File: src/rtl/tlc_pkg.sv
// tlc_pkg: shared state type, default phase timings and lamp decode for the traffic light controller
package tlc_pkg;

    typedef enum logic [1:0] {GREEN, YELLOW, RED, WALK} tlc_state_t;

    typedef struct packed {
        logic red;
        logic yellow;
        logic green;
        logic walk;
    } lamps_t;

    localparam int DEF_GREEN_TIME  = 6;
    localparam int DEF_MIN_GREEN   = 2;
    localparam int DEF_YELLOW_TIME = 2;
    localparam int DEF_RED_TIME    = 2;
    localparam int DEF_WALK_TIME   = 3;
    localparam int DEF_CNT_W       = 8;

    function automatic lamps_t decode_lamps(input tlc_state_t s);
        return '{red: (s == RED) || (s == WALK), yellow: s == YELLOW, green: s == GREEN, walk: s == WALK};
    endfunction

endpackage

File: src/rtl/tlc_phase_timer.sv
// tlc_phase_timer: cycles-in-phase counter, cleared on state change, flags the last cycle of a phase
module tlc_phase_timer #(
    parameter int CNT_W = 8
) (
    input  logic             clk,
    input  logic             reset,
    input  logic             clear_i,
    input  logic [CNT_W:0]   limit_i,
    output logic [CNT_W-1:0] cnt_o,
    output logic             expired_o
);
    logic [CNT_W-1:0] cnt_q, cnt_d;

    always_comb cnt_d = clear_i ? '0 : cnt_q + CNT_W'(1);

    always_ff @(posedge clk) cnt_q <= reset ? '0 : cnt_d;

    assign cnt_o     = cnt_q;
    assign expired_o = {1'b0, cnt_q} == limit_i - (CNT_W+1)'(1);
endmodule

File: src/rtl/traffic_light_controller.sv
// traffic_light_controller: GREEN/YELLOW/RED cycle with a latched pedestrian request that inserts WALK
module traffic_light_controller
    import tlc_pkg::*;
#(
    parameter int GREEN_TIME  = DEF_GREEN_TIME,
    parameter int MIN_GREEN   = DEF_MIN_GREEN,
    parameter int YELLOW_TIME = DEF_YELLOW_TIME,
    parameter int RED_TIME    = DEF_RED_TIME,
    parameter int WALK_TIME   = DEF_WALK_TIME,
    parameter int CNT_W       = DEF_CNT_W
) (
    input  logic clk,
    input  logic reset,
    input  logic ped_button,
    output logic red,
    output logic yellow,
    output logic green,
    output logic ped_walk
);
    if (MIN_GREEN < 1 || MIN_GREEN > GREEN_TIME || YELLOW_TIME < 1 || RED_TIME < 1 || WALK_TIME < 1 ||
        GREEN_TIME > (1 << CNT_W) || YELLOW_TIME > (1 << CNT_W) || RED_TIME > (1 << CNT_W) ||
        WALK_TIME > (1 << CNT_W)) begin : g_bad_params
        $error("traffic_light_controller: illegal timing parameters");
    end

    tlc_state_t     state_q, state_d;
    logic           ped_req_q, ped_req_d;
    logic [CNT_W:0] limit;
    logic [CNT_W-1:0] t;
    logic           expired, min_green_done;
    lamps_t         lamps;

    always_comb limit = state_q == GREEN  ? (CNT_W+1)'(GREEN_TIME)  :
                        state_q == YELLOW ? (CNT_W+1)'(YELLOW_TIME) :
                        state_q == RED    ? (CNT_W+1)'(RED_TIME)    : (CNT_W+1)'(WALK_TIME);

    tlc_phase_timer #(.CNT_W(CNT_W)) u_timer (
        .clk       (clk),
        .reset     (reset),
        .clear_i   (state_d != state_q),
        .limit_i   (limit),
        .cnt_o     (t),
        .expired_o (expired)
    );

    assign min_green_done = {1'b0, t} >= (CNT_W+1)'(MIN_GREEN - 1);

    always_ff @(posedge clk) begin
        state_q   <= reset ? GREEN : state_d;
        ped_req_q <= reset ? 1'b0 : ped_req_d;
    end

    always_comb begin
        state_d = state_q;
        unique case (state_q)
            GREEN:  state_d = (expired || (ped_req_q && min_green_done)) ? YELLOW : GREEN;
            YELLOW: state_d = expired ? RED : YELLOW;
            RED:    state_d = expired ? (ped_req_q ? WALK : GREEN) : RED;
            WALK:   state_d = expired ? GREEN : WALK;
        endcase
    end

    // Entering WALK clears the request even if the button is pressed on that edge
    always_comb ped_req_d = state_q == WALK ? ped_req_q :
                            state_d == WALK ? 1'b0 : ped_req_q | ped_button;

    always_comb begin
        lamps    = decode_lamps(state_q);
        red      = lamps.red;
        yellow   = lamps.yellow;
        green    = lamps.green;
        ped_walk = lamps.walk;
    end
endmodule

File: config.mk
export PLATFORM = sky130hd
export DESIGN_NAME = traffic_light_controller
export DESIGN_NICKNAME = d
export VERILOG_FILES = /design/src/rtl/tlc_pkg.sv /design/src/rtl/tlc_phase_timer.sv /design/src/rtl/traffic_light_controller.sv
export SDC_FILE = /design/constraint.sdc
export NUM_CORES = 1
export LEC_CHECK = 0
export BUFFER_PORTS_ARGS = -buffer_cell sky130_fd_sc_hd__buf_2
export CAP_MARGIN = 20
export CORE_MARGIN = 2
export CORE_UTILIZATION = 50
export DETAILED_ROUTE_END_ITERATION = 6
export PLACE_DENSITY = 0.69
export SKIP_LAST_GASP = 1
export SLEW_MARGIN = 20
export SYNTH_ARGS = -nofsm -noshare
export SYNTH_HDL_FRONTEND = slang
export SYNTH_HIERARCHICAL = 1
export SYNTH_SLANG_ARGS = --single-unit
File: constraint.sdc
create_clock -name clk -period 3.3 [get_ports clk]
set_clock_uncertainty 0.1 [all_clocks]
set_input_delay 0.495 -clock clk [delete_from_list [all_inputs] [get_ports clk]]
set_output_delay 0.495 -clock clk [all_outputs]
set_load 0.05 [all_outputs]
==> results of run 1 <==
[layer usage]
layer  vias to the layer above  GRT usage
li1                        399          -
met1                       314     0.2222
met2                         8     0.3147
met3                         4    0.06122
met4                         0    0.09091
met5                         -          0
[cell families (layout without fill, tap and decap cells)]
logic type / count (synthesis) / after routing
and+or+nand+nor: 51 / 51
AOI/OAI and AO/OA: 16 / 16
xor gates and xnor gates: 12 / 12
DFF: 11 / 11
buffers and inverters: 8 / 17
adders and majority gates: 2 / 2
other: 2 / 30
muxes: 1 / 1
[layout make-up]
type / count / area [µm²] / share of cell area
timing repair buffer: 7 / 37.54 / 0.03797
multi-input combinational: 112 / 661.9 / 0.6696
inverter: 6 / 22.52 / 0.02278
tap: 16 / 20.02 / 0.02025
clock buffer: 4 / 26.28 / 0.02658
sequential: 11 / 220.2 / 0.2228
[placed cells by master, fill, tap and decap left out, types with 2 or more instances in the layout]
| master | n |
|---|---|
| a21oi_1 | 6 |
| and3_1 | 3 |
| buf_2 | 6 |
| clkbuf_4 | 3 |
| conb_1 | 30 |
| dfxtp_1 | 11 |
| ha_1 | 2 |
| inv_1 | 6 |
| nand2_1 | 7 |
| nand2b_1 | 4 |
| nand3_1 | 4 |
| nand3b_1 | 2 |
| nor2_1 | 11 |
| nor2b_1 | 3 |
| nor3_1 | 2 |
| nor4_2 | 2 |
| o21ai_0 | 3 |
| or2_2 | 2 |
| xnor2_1 | 6 |
| xor2_1 | 6 |
[flip-flops by register name, indices dropped and copies added (netlist names)]
name           flops
ped_req_q          1
state_q            2
u_timer/cnt_o      8
[through the flow]
stage            util  total power, mW  std cells  setup WS (ns)  hold slack [ns]
2_1_floorplan       -           0.2117        131         0.4698           0.3575
3_3_place_gp   0.6387           0.2230        152         0.7794           0.3875
3_5_place_dp   0.6387           0.2244        152         0.6968           0.3981
4_1_cts        0.6561           0.3137        156         0.6769           0.3433
5_1_grt        0.6561           0.3303        156         0.4848           0.3594
6_report       0.6561           0.3101        156         0.7078           0.3491
[power by group]
group / internal (mW) / total, mW / switching (mW)
Combinational: 0.0306 / 0.0724 / 0.0418
Clock: 0.0468 / 0.0876 / 0.0408
Sequential: 0.140 / 0.150 / 0.0102
[final timing paths]
| path | to | slack (ns) | cells after the start | startpoint |
|---|---|---|---|---|
| worst max-delay path | u_timer/cnt_o[3] | 0.71 | 12 | state_q[1] |
| worst min-delay path | state_q[1] | 0.35 | 2 | reset |
| worst max register to register | u_timer/cnt_o[3] | 0.71 | 12 | state_q[1] |
| worst min register to register | u_timer/cnt_o[0] | 0.41 | 1 | u_timer/cnt_o[0] |
[synth_stat cells (all sizes together)]
cell type / instances / area (µm²)
dfxtp: 11 / 220.2
nor2: 11 / 41.29
nand2: 7 / 26.28
a21oi: 6 / 30.03
inv: 6 / 22.52
xnor2: 6 / 52.55
xor2: 6 / 52.55
nand2b: 4 / 25.02
nand3: 4 / 20.02
and3: 3 / 18.77
nor2b: 3 / 18.77
nor3: 3 / 20.02
nor4: 3 / 31.28
o21ai: 3 / 15.01
clkbuf: 2 / 7.510
conb: 2 / 7.510
ha: 2 / 25.02
nand3b: 2 / 15.01
nor3b: 2 / 20.02
or2: 2 / 12.51
or3: 2 / 17.52
a2111oi: 1 / 8.760
a211oi: 1 / 7.510
a21o: 1 / 7.510
a311oi: 1 / 8.760
a31oi: 1 / 6.260
and2b: 1 / 7.510
and3b: 1 / 8.760
mux2i: 1 / 10.01
nand4b: 1 / 8.760
nor4b: 1 / 8.760
o2bb2ai: 1 / 8.760
o31ai: 1 / 7.510
or3b: 1 / 8.760
==> results.cfg, run 1 <==
[global_routing]
track_usage = 0.1905
grt_pass1_vias = 674
grt_max_degree = 9
grt.overflow.total = 0
antenna_found_initial = 0
grt_pass1_wl_um = 2684

[synthesis]
synth_seq_area_share = 0.2729
yosysWarnings = 6
synth_top_family_by_area = simple AND/OR/NAND/NOR gates
synthesis.area_um2 = 807.0
synth_compound_area_frac = 0.1240
synth_cell_types = 38
synthMuxAreaShare = 0.01240
syn_area_per_cell_um2 = 7.835
synth-seq-cells = 11
synth-simple-area-share = 0.3829
synthCells = 103
synthXorXnorAreaFrac = 0.1302
synth_adder_area_share = 0.03101

[setup_path]
cp_num_buf_inv = 3
criticalPathCategory = reg2reg
cp.required_ns = 3.36
path_cells = nand2_1 > inv_1 > inv_1 > ha_1 > xnor2_1 > a2111oi_0 > o21ai_0 > a211oi_1 > buf_4 > a21o_1 > or2_2 > nor2_1
end_kind = register
cp_common_cell = inv_1
cp_slowest_cell = dfxtp_1
crit_arrival_ns = 2.65
max_stage_delay_ns = 0.45
crit_fanout = 8
cp-start-kind = register
path_delay_family = compound AO/OA/AOI/OAI gates

[timing]
maxSlewViolCount = 0
setup-violations-final = 0
fmax_ghz = 0.3858
period_share = 0.7855
rsz0062_at_grt = false
hold_violations = 0
fin_tns_setup_ns = 0
period_minus_slack_ns = 2.592

[detailed_routing]
dr.pass1.iters = 4
drc_errors = 0
post_drt_wl_per_cell_um = 9.013
wl_met2_um = 648
drtIter0Drc = 4
viasPerCell = 4.647
routed_wl_um = 1406
via_count = 725
ant_nets = 0
wl_met1_um = 675
dr_wl_met3_um = 50
dr.max_layer_used = met4

[clocking]
ctsHoldBuffers = 0
clockBufferDepth = 2
post_cts_resized = 0
clk_pin_slew_ns = 0.06
cts_made_buffers = 3
cts_max_level = 1
clk_latency_ns = 0.27
clock_sinks = 11
post_cts_buffers = 0
cts-root-buf = clkbuf_4
cts_tree = built

[cells_and_area]
final_cell_area_um2 = 988.4
drive_above_1_share = 0.1214
areaGrowthSynthToFinish_pct = 22.48
fillers = 146
diodes = 0
nets = 146

[placement]
portBuffers = 6
hpwl_um = 1173
placed_area_um2 = 962.2
gp_congestion = 0.8025

[status]
status = finished, final reports clean

[floorplan]
dieArea_mm2 = 0.001951
ios = 7
die_h_um = 44.18
initial_core_util = 0.5357
die_w_um = 44.18
coreArea_mm2 = 0.001506
rows = 14

[hold_path]
min_path_type = in2reg

[pwr]
leakage_nw = 0.4561
power.density_mw_per_mm2 = 313.7
irDropWorstVdd_mv = 0.2839

[flow_run]
drv_cap = 0
(Power assumes the default switching activity.)
==> run 2: changes to the inputs <==
clock period = 2.6 ns   (was 3.3 ns; I/O delays follow)
==> run 2 against run 1 <==
Against the previous run:
- die area is the same
- combinational power grew 42%
- final area grew 4.4%
- critical endpoint is now u_timer/cnt_o[5]
==> results.cfg, run 2 (synthesis gave the netlist of run 1 again) <==
[floorplan]
coreArea_mm2 = 0.001506
die_w_um = 44.18
dieArea_mm2 = 0.001951
die_h_um = 44.18
rows = 14
ios = 7
initial_core_util = 0.5357

[flow_run]
drv_cap = 0

[cells_and_area]
largest_reg_flops = 8
final_common_cell = conb_1
areaGrowthSynthToFinish_pct = 27.91
nets = 150
diodes = 0
layout_common_cells = 30 x conb_1, 11 x dfxtp_1, 10 x nor2_1
drive_above_1_share = 0.1667

[global_routing]
grt_pass1_wl_um = 2753
grt_max_degree = 9
antenna_found_initial = 0
grt.overflow.total = 0
grt_pass1_vias = 688
track_usage = 0.1936

[setup_path]
worstReg2RegStart = state_q[1]
timing.reg2reg.setup_slack_ns = 0.23
end_kind = register
crit_arrival_ns = 2.43
reg2reg_depth = 12
max_stage_delay_ns = 0.34
crit_fanout = 8
cp.required_ns = 2.66
criticalPathCategory = reg2reg
cp-start-kind = register
cp_slowest_cell = dfxtp_1
path_cells = nand2_1 > inv_1 > inv_1 > ha_1 > xnor2_1 > a2111oi_2 > o21ai_1 > a211oi_2 > buf_4 > a21o_1 > or2_2 > nor2_1
cp_common_cell = inv_1
timing.rr.end = u_timer/cnt_o[5]

[detailed_routing]
drtIter0Drc = 14
dr.pass1.iters = 4
routed_wl_um = 1480
ant_nets = 0
via_count = 760
drc_errors = 0
post_drt_wl_per_cell_um = 9.250
viasPerCell = 4.750

[clocking]
clockBufferDepth = 2
ctsHoldBuffers = 0
clk_latency_ns = 0.27
cts-root-buf = clkbuf_4
post_cts_buffers = 0
post_cts_resized = 0
cts_tree = built
clock_sinks = 11
clk_pin_slew_ns = 0.06
cts_made_buffers = 3
cts_max_level = 1

[hold_path]
whs_path_depth = 2
min_from = reset
min_path_type = in2reg
hold_end = state_q[1]

[pwr]
leakage_nw = 0.4781
power.density_mw_per_mm2 = 392.3
irDropWorstVdd_mv = 0.2818

[placement]
hpwl_um = 1231
portBuffers = 6
gp_congestion = 0.7570

[timing]
hold_violations = 0
fin_tns_setup_ns = 0
rsz0062_at_grt = false
fmax_ghz = 0.4219
maxSlewViolCount = 0
setup-violations-final = 0
holdWs_ns = 0.2375
period_share = 0.9116
period_minus_slack_ns = 2.370

[status]
status = finished, final reports clean
==> run 2: critical path: cells and delay by family, from the launching register on <==
kind / cells / cell delay (ns)
AO/OA/AOI/OAI: 4 / 0.76
XOR/XNOR: 1 / 0.14
adder cells (fa/ha/maj): 1 / 0.30
buffers and inverters: 3 / 0.30
flip-flops: 1 / 0.34
AND/OR/NAND/NOR: 3 / 0.33
==> run 2: metal layers <==
metal / vias to the layer above / global-route usage / share of wire
met5: - / 0 / 0
met4: 0 / 0.1333 / 0.020
met3: 4 / 0.02449 / 0.030
met2: 13 / 0.3147 / 0.47
met1: 334 / 0.2362 / 0.48
li1: 409 / - / -
==> run 2: final cells by class <==
cell class | instances | area, µm²
Multi-Input combinational cell | 112 | 675.6
Fill cell | 139 | 474.2
Sequential cell | 11 | 220.2
Timing Repair Buffer | 11 | 67.56
Clock buffer | 4 | 26.28
Inverter | 6 | 22.52
Tap cell | 16 | 20.02
==> run 2: per-stage QoR <==
step                      power [mW]  utilization  setup slack (ns)  cell area (µm²)  std cells
final                         0.4049       0.6852            0.2299             1032        160
after global routing          0.4323       0.6852           0.02128             1032        160
after CTS                     0.4059       0.6811            0.1224             1026        160
after detailed placement      0.2908       0.6636            0.1465            999.7        156
after global placement        0.2899       0.6636            0.2069            999.7        156
after floorplan               0.2697            -          0.001440            919.6        131
==> run 2: worst max-delay path by stage <==
stage                from                to  slack [ns]
6_report       state_q[1]  u_timer/cnt_o[5]        0.23
2_1_floorplan  state_q[1]  u_timer/cnt_o[2]       0.001
3_5_place_dp   state_q[1]  u_timer/cnt_o[5]        0.15
4_1_cts        state_q[1]  u_timer/cnt_o[5]        0.12
5_1_grt        state_q[1]  u_timer/cnt_o[2]        0.02
3_3_place_gp   state_q[1]  u_timer/cnt_o[3]        0.21
==> run 2: power breakdown <==
| group | total (mW) | switching, mW | internal (mW) | leakage (nW) |
|---|---|---|---|---|
| combinational | 0.103 | 0.0584 | 0.0446 | 0.373 |
| sequential | 0.189 | 0.0111 | 0.178 | 0.0896 |
| clock | 0.113 | 0.0538 | 0.0594 | 0.0150 |
